## src/rtl/invader_formation.sv

```systemverilog
// Invader formation controller: marches a ROWS x COLS grid across the playfield,
// resolves bullet hits, speeds up on kills and levels, and reports clear/landing.
module invader_formation #(
   parameter int COLS           = 5,
   parameter int ROWS           = 4,
   parameter int FIELD_COLS     = 16,
   parameter int FIELD_ROWS     = 14,
   parameter int X_W            = 5,
   parameter int LINE_W         = 4,
   parameter int STEP_TICKS     = 30,
   parameter int MIN_STEP_TICKS = 2,
   parameter int KILL_SPEEDUP   = 1,
   parameter int LEVEL_SPEEDUP  = 4,
   parameter int LEVEL_W        = 4
) (
   input  logic                   clk_36MHz,
   input  logic                   reset,
   input  logic                   start,
   input  logic                   tick,
   input  logic [X_W-1:0]         bullet_x,
   input  logic [LINE_W-1:0]      bullet_y,
   input  logic                   bullet_flying,
   output logic [ROWS*COLS-1:0]   invaders_array,
   output logic [X_W-1:0]         invaders_offset,
   output logic [LINE_W-1:0]      invaders_line,
   output logic                   hit,
   output logic                   cleared,
   output logic                   landed,
   output logic [LEVEL_W-1:0]     level,
   output logic                   marching
);
   localparam int N     = ROWS * COLS;
   localparam int D_W   = ((X_W > LINE_W) ? X_W : LINE_W) + 1;
   localparam int PER_W = $clog2(STEP_TICKS + 1);

   localparam logic [X_W-1:0]     MAX_OFF   = X_W'(FIELD_COLS - COLS);
   localparam logic [LINE_W-1:0]  LAND_LINE = LINE_W'(FIELD_ROWS - ROWS);
   localparam logic [LEVEL_W-1:0] LEVEL_MAX = '1;

   typedef enum logic [1:0] {S_IDLE, S_MARCH, S_CLEARED, S_LANDED} state_t;

   state_t             state;
   logic               dir_right;
   logic [PER_W-1:0]   step_cnt;
   logic [PER_W-1:0]   period;

   function automatic logic [PER_W-1:0] wave_period(input logic [LEVEL_W-1:0] lv);
      int p;
      p = STEP_TICKS - int'(lv) * LEVEL_SPEEDUP;
      if (p < MIN_STEP_TICKS) p = MIN_STEP_TICKS;
      return PER_W'(p);
   endfunction

   function automatic logic [PER_W-1:0] kill_period(input logic [PER_W-1:0] cur);
      int p;
      p = int'(cur) - KILL_SPEEDUP;
      if (p < MIN_STEP_TICKS) p = MIN_STEP_TICKS;
      return PER_W'(p);
   endfunction

   // Differences are one bit wider than either coordinate, so a bullet left of or
   // above the formation wraps to a large unsigned value and fails the range test.
   logic [D_W-1:0]     row_d, col_d;
   logic               in_grid;
   logic [N-1:0]       kill_mask;
   logic               hit_now, last_kill, step_due;
   logic [LINE_W-1:0]  line_nxt;
   logic [LEVEL_W-1:0] next_level;

   always_comb begin
      row_d     = D_W'(bullet_y) - D_W'(invaders_line);
      col_d     = D_W'(bullet_x) - D_W'(invaders_offset);
      in_grid   = (row_d < D_W'(ROWS)) && (col_d < D_W'(COLS));
      kill_mask = '0;
      if (in_grid) kill_mask = N'(1) << (int'(row_d) * COLS + int'(col_d));
      hit_now   = (state == S_MARCH) && bullet_flying && |(invaders_array & kill_mask);
      last_kill = hit_now && ((invaders_array & ~kill_mask) == '0);
      step_due  = (int'(step_cnt) + 1) >= int'(period);
      line_nxt  = invaders_line + 1'b1;
      if (state == S_CLEARED)
         next_level = (level == LEVEL_MAX) ? level : level + 1'b1;
      else
         next_level = '0;
   end

   always_ff @(posedge clk_36MHz or negedge reset) begin
      if (!reset) begin
         state           <= S_IDLE;
         invaders_array  <= '0;
         invaders_offset <= '0;
         invaders_line   <= '0;
         level           <= '0;
         hit             <= 1'b0;
         cleared         <= 1'b0;
         landed          <= 1'b0;
         marching        <= 1'b0;
         dir_right       <= 1'b1;
         step_cnt        <= '0;
         period          <= PER_W'(STEP_TICKS);
      end else begin
         hit     <= 1'b0;
         cleared <= 1'b0;
         case (state)
            S_IDLE, S_CLEARED, S_LANDED: begin
               if (start) begin
                  level           <= next_level;
                  invaders_array  <= '1;
                  invaders_offset <= '0;
                  invaders_line   <= '0;
                  dir_right       <= 1'b1;
                  step_cnt        <= '0;
                  period          <= wave_period(next_level);
                  landed          <= 1'b0;
                  marching        <= 1'b1;
                  state           <= S_MARCH;
               end
            end
            S_MARCH: begin
               // Hit is judged on the pre-step position; both updates land together.
               if (hit_now) begin
                  invaders_array <= invaders_array & ~kill_mask;
                  hit            <= 1'b1;
                  period         <= kill_period(period);
               end
               if (last_kill) begin
                  cleared  <= 1'b1;
                  marching <= 1'b0;
                  state    <= S_CLEARED;
               end else if (tick) begin
                  if (step_due) begin
                     step_cnt <= '0;
                     if (dir_right && invaders_offset < MAX_OFF)
                        invaders_offset <= invaders_offset + 1'b1;
                     else if (!dir_right && invaders_offset != '0)
                        invaders_offset <= invaders_offset - 1'b1;
                     else begin
                        invaders_line <= line_nxt;
                        dir_right     <= ~dir_right;
                        if (line_nxt == LAND_LINE) begin
                           landed   <= 1'b1;
                           marching <= 1'b0;
                           state    <= S_LANDED;
                        end
                     end
                  end else begin
                     step_cnt <= step_cnt + 1'b1;
                  end
               end
            end
            default: state <= S_IDLE;
         endcase
      end
   end

endmodule

```

## config.mk

```make
export PLATFORM = sky130hd
export DESIGN_NAME = invader_formation
export DESIGN_NICKNAME = d
export VERILOG_FILES = /design/src/rtl/invader_formation.sv
export SDC_FILE = /design/constraint.sdc
export NUM_CORES = 1
export LEC_CHECK = 0
export BUFFER_PORTS_ARGS = -buffer_cell sky130_fd_sc_hd__buf_4
export CAP_MARGIN = 20
export CORE_MARGIN = 1
export CORE_UTILIZATION = 40
export DETAILED_ROUTE_END_ITERATION = 8
export PLACE_DENSITY = 0.57
export SYNTH_ARGS = -nofsm -noshare
export SYNTH_HDL_FRONTEND = slang
export SYNTH_SLANG_ARGS = --single-unit
```

## constraint.sdc

```tcl
create_clock -name clk_36MHz -period 6.1 [get_ports clk_36MHz]
set_input_delay 0.305 -clock clk_36MHz [delete_from_list [all_inputs] [get_ports clk_36MHz]]
set_output_delay 0.305 -clock clk_36MHz [all_outputs]
set_load 0.02 [all_outputs]
```

# Word level (Yosys, flattened, before mapping)
# Index checks and enable logic that the tools add are counted.
[word_totals]
output_inout_bits = 37
wordCells = 136
reg_bits = 50
[classes]
shifts = 1
bitwise_logic = 4
muxes = 63
add_sub_neg = 11
reduce_logical = 19
order_cmp = 6
eq_ne = 19
multipliers = 1
[ops]
columns = ["cell", "n"]
rows = [
  ["5-bit 2-to-1 mux", 13],
  ["20-bit 2-to-1 mux", 3],
  ["20-bit AND", 2],
  ["20-bit case mux with 2 select lines", 1],
  ["4-bit 2-to-1 mux", 8],
  ["5-bit case mux with 2 select lines", 3],
  ["1-bit 2-to-1 mux", 23],
  ["20-bit zero test", 1],
  ["20-bit NOT", 1],
  ["20-bit OR reduction", 1],
  ["1-bit by 10-bit left shift with 20-bit output (first input constant)", 1],
  ["6-bit by 3-bit < comparator with 1-bit output (second input constant)", 3],
  ["2-bit 2-to-1 mux", 7],
  ["2-bit inequality test (second input constant)", 7],
  ["3-bit inequality test (second input constant)", 4],
  ["6-bit AND reduction", 2],
  ["5-bit by 1-bit adder with 5-bit output (second input constant)", 2],
  ["9-bit by 6-bit adder with 10-bit output", 1],
  ["6-bit by 3-bit multiplier with 9-bit output (second input constant)", 1],
  ["4-bit by 1-bit adder with 4-bit output (second input constant)", 2],
  ["4-bit == test (second input constant)", 2],
  ["4-bit case mux with 2 select lines", 1],
  ["7-bit by 3-bit < comparator with 1-bit output (second input constant)", 1],
  ["7-bit AND reduction", 1],
  ["24 further kinds", 33],
]

# Logic depth before layout (Yosys ltp)
[depth]
ltp_word = 11
mapped_depth = 25
mapped_depth_nobuf = 22

# Worst setup path after synthesis
# No wires, ideal clock.
[synth_path]
path_type = "flip-flop to flip-flop"
start = "reg invaders_line[2]"
end = "reg invaders_line[0]"
stages_incl_launch_ff = 22
t_arrival_ns = 5.067
path_buffers = 3
slack_ns = 0.923
setup_ns = 0.110
path_cell_list = "dfrtp_1 -> inv_1 -> ha_1 -> nand2_1 -> o21ai_0 -> xor2_1 -> ha_1 -> fa_1 -> ha_1 -> nand4b_1 -> a311o_1 -> a211oi_4 -> nand3_1 -> or3_1 -> buf_2 -> clkinv_4 -> nand3_2 -> nor4_4 -> buf_6 -> buf_6 -> o21ai_0 -> o41ai_1"
[synth_between]
elab_chain_cells = 11
[synth_rtl]
columns = ["item", "line", "rtl"]
rows = [
  ["start, declared", "25", "output logic [LINE_W-1:0] invaders_line,"],
  ["start signal, assigned", "137", "invaders_line <= line_nxt;"],
  ["4-bit by 4-bit subtractor with 5-bit output (*)", "71", "row_d = D_W'(bullet_y) - D_W'(invaders_line);"],
  ["6-bit by 3-bit multiplier with 9-bit output", "75", "if (in_grid) kill_mask = N'(1) << (int'(row_d) * COLS + int'(col_d));"],
  ["9-bit by 6-bit adder with 10-bit output", "75", ""],
  ["1-bit by 10-bit left shift with 20-bit output", "75", ""],
  ["20-bit 2-to-1 mux (*)", "75", ""],
  ["20-bit AND / 20-bit NOT (equally long branches)", "76, 77", ""],
  ["20-bit OR reduction / 20-bit AND (equally long branches)", "76, 77", ""],
  ["1-bit logical AND / 20-bit zero test (equally long branches)", "76, 77", ""],
  ["1-bit logical AND (*)", "77", "last_kill = hit_now && ((invaders_array & ~kill_mask) == '0);"],
  ["2-bit inequality test (no source line) (*)", "n/a", ""],
  ["6-bit AND reduction (no source line) (*)", "n/a", ""],
]
# Mark *: on every way between the ends. The rest lies on a longest branch, timed or not.
# A chain may end at the register's enable or synchronous reset.

# Worst setup path after layout
[layout_path]
start = "reg invaders_line[2]"
end = "reg dir_right"
[layout_between]
elab_chain_cells = 11
[layout_rtl]
columns = ["item", "line", "rtl"]
rows = [
  ["4-bit by 4-bit subtractor with 5-bit output (*)", "71", ""],
  ["6-bit by 3-bit multiplier with 9-bit output", "75", ""],
  ["9-bit by 6-bit adder with 10-bit output", "75", ""],
  ["1-bit by 10-bit left shift with 20-bit output", "75", ""],
  ["20-bit 2-to-1 mux (*)", "75", ""],
  ["20-bit AND / 20-bit NOT (equally long branches)", "76, 77", ""],
  ["20-bit OR reduction / 20-bit AND (equally long branches)", "76, 77", ""],
  ["1-bit logical AND / 20-bit zero test (equally long branches)", "76, 77", ""],
  ["1-bit logical AND (*)", "77", ""],
  ["2-bit inequality test (no source line) (*)", "n/a", ""],
  ["6-bit AND reduction (no source line) (*)", "n/a", ""],
  ["end signal, assigned", "138", "dir_right <= ~dir_right;"],
  ["end, declared", "43", "logic dir_right;"],
]
# Marks and branches as above.

==> reports/results.txt <==
largest net degree at the start of global routing: 51
Final Hold Violating Endpoints: 0
Die ar.: 10900 µm²
Residual DRC: 0
# rows: 36
1st-iter DRT viols: 153
clock transition at the registers of the reported paths: 100 ps
Post-DP HPWL: 8390 µm
Total Neg Setup Slack: 0 ps
Nets: 607
Slew @ Worst Pin: 940 ps
Mapped Cells: 496
Pins Over Slew Limit: 0
Mapped Area: 4180 µm²
H-tree depth: 2
vias in the first global route: 3523
Final Util: 48.7%
status: complete, no violations
global-route wire length before repair: 17900 µm
Worst Path Required: 6340 ps
Final ANT Viol Nets: 0
number of port buffers: 50
top cell type's share of synthesized area: 26.9%
prevailing post-synth register cell: dfrtp_1
Tmin final: 5600 ps
Clock Sinks: 50
WP data arrival: 5840 ps
Register Area: 1260 µm²
critical path fanouts, max: 7
GPL Wtd Cong: 0.918
root buf cell: clkbuf_8
slew margin rel.: 37.2%
Max Cap Viol: 0
most common cell in the netlist: nor2_1
chip height: 104 µm
share of the yosys chip area belonging to registers: 30.1%
Hold Path Class: input port to asynchronous set/reset pin
register bit total from synthesis: 50
share of layout cells above drive strength 1: 15.7%
antenna violations before repair: 0
Syn Area/Cell: 8.43 µm²
kind of critical path: flip-flop to flip-flop
largest cells by area after synthesis: dfrtp_1 27%, ha_1 11%, o21ai_0 5.3%
via/cell ratio: 5.60
CTS tree: yes
TritonCTS buffer count: 5
synthesis-to-finish area growth: 16.0%
Initial Utilization: 42.0%
Worst Skew: 11.4 ps
reg2reg start: invaders_line[2]$_DFFE_PN0P_
Setup violations, final: 0
Core Area: 9950 µm²
die width: 104 µm
RSZ-0062 raised after global routing: false
Setup crit start kind: flip-flop
R2R Setup Slk: 500 ps
insertion delay to the later sink of the worst-skew pair: 310 ps
Detailed Route WL: 10900 µm
reg2reg end: dir_right$_DFFE_PN1P_
drt first pass iters: 4
Remaining Overflow, GRT: 0
Vias: 3818
Ports: 51
Peak Freq: 0.179 GHz
Synth top cells by count: 51 x nor2_1, 47 x inv_1, 45 x dfrtp_1
final worst-path cycle share: 91.8%
worst reg-to-reg path cell count: 19
EDFF count, synth: 0
diodes inserted: 0
synth unique cells: 66
footprint of the multi-input gates: 2660 µm²
syn nets: 555
FFs w/ async S/R, synth: 100%
Worst setup EP type: flip-flop
Longest Clk Path Bufs: 2
Avg WL per Cell: 15.9 µm
hold slack: 12.8 ps
yosys warns: 0
largest area contributor in the netlist: dfrtp_1
total track usage: 20.3%
Layout fillers: 1000
[cells by family after synthesis]
family / synth area share (%)
AOI/OAI and AO/OA: 21.5
xor gates and xnor gates: 3.14
buffers and inverters: 6.32
muxes: 3.77
and+or+nand+nor: 20.2
adders and majority gates: 15.0
DFF: 30.1
[flip-flops by register name (all words and copies together) (netlist names)]
register         flops
invaders_array      20
invaders_offset      5
period               5
step_cnt             5
invaders_line        4
level                4
state                2
cleared              1
dir_right            1
hit                  1
landed               1
marching             1
[what timing repair did]
item                                    in CTS  in global routing
endpoints found under the setup margin       0                 16
setup buffers                                0                  3
gates resized for setup                      0                  0
hold buffers                                 0                  0
[placed cells by master (no fill, tap or decap), types with 7 or more instances in the layout]
cell type / netlist / final
nand3_1: 19 / 19
inv_1: 47 / 47
nand2_1: 37 / 37
ha_1: 38 / 38
o31ai_1: 7 / 7
nand2b_1: 13 / 13
nor2_1: 51 / 51
mux2i_1: 9 / 9
fa_1: 7 / 7
o21ai_0: 44 / 44
a21o_1: 7 / 7
buf_4: 0 / 61
nor3_1: 8 / 8
nor2b_1: 8 / 8
xor2_1: 9 / 9
dfrtp_1: 45 / 45
nand4_1: 8 / 8
a21oi_1: 31 / 31
[worst max-delay path by stage]
stage | from | to | slack, ps | cells past startpoint
after floorplan | invaders_line[2]$_DFFE_PN0P_ | invaders_line[0]$_DFFE_PN0P_ | 920 | 21
after global placement | invaders_line[2]$_DFFE_PN0P_ | invaders_offset[0]$_DFFE_PN0P_ | 440 | 20
after detailed placement | invaders_line[2]$_DFFE_PN0P_ | invaders_offset[0]$_DFFE_PN0P_ | 330 | 20
after CTS | invaders_line[2]$_DFFE_PN0P_ | invaders_offset[0]$_DFFE_PN0P_ | 320 | 20
after global routing | invaders_line[2]$_DFFE_PN0P_ | dir_right$_DFFE_PN1P_ | 130 | 18
final | invaders_line[2]$_DFFE_PN0P_ | dir_right$_DFFE_PN1P_ | 500 | 19
[per-stage QoR]
stage	area, µm²	instances	setup WS, ps
5_1_grt	4850	682	126
2_1_floorplan	4180	496	923
3_5_place_dp	4700	671	333
3_3_place_gp	4700	671	436
6_report	4850	682	500
4_1_cts	4820	679	324
[worst max-delay path: stages (launching register included)]
cell	delay, ps
dfrtp_1	450
inv_1	90
ha_1	350
nand2_1	60
o21ai_0	310
xor2_1	370
ha_1	320
fa_1	480
ha_1	420
nand4b_1	150
a311o_1	410
a211oi_4	370
buf_4	200
nand4_1	150
o31ai_1	380
o211ai_1	230
nor4_4	200
buf_4	190
nor2_1	80
mux2_1	330
[layout make-up]
type / instances / area share (%)
clock buffer: 6 / 1.70
timing repair buffer: 61 / 9.45
clock inverter: 2 / 0.800
multi-input combinational: 382 / 54.9
tap: 133 / 3.43
inverter: 48 / 3.82
sequential: 50 / 25.9
[metal layers]
metal  track usage [%]  share of wire, %  vias to the layer above
li1                  -                 -                     1892
met1              28.4                48                     1847
met2              33.0                48                       66
met3              3.32               3.5                       13
met4              4.49               1.0                        0
met5                 0                 0                        -
Power is not shown: default switching activity piles up to over one toggle a cycle in this logic, so the estimate is an artifact.
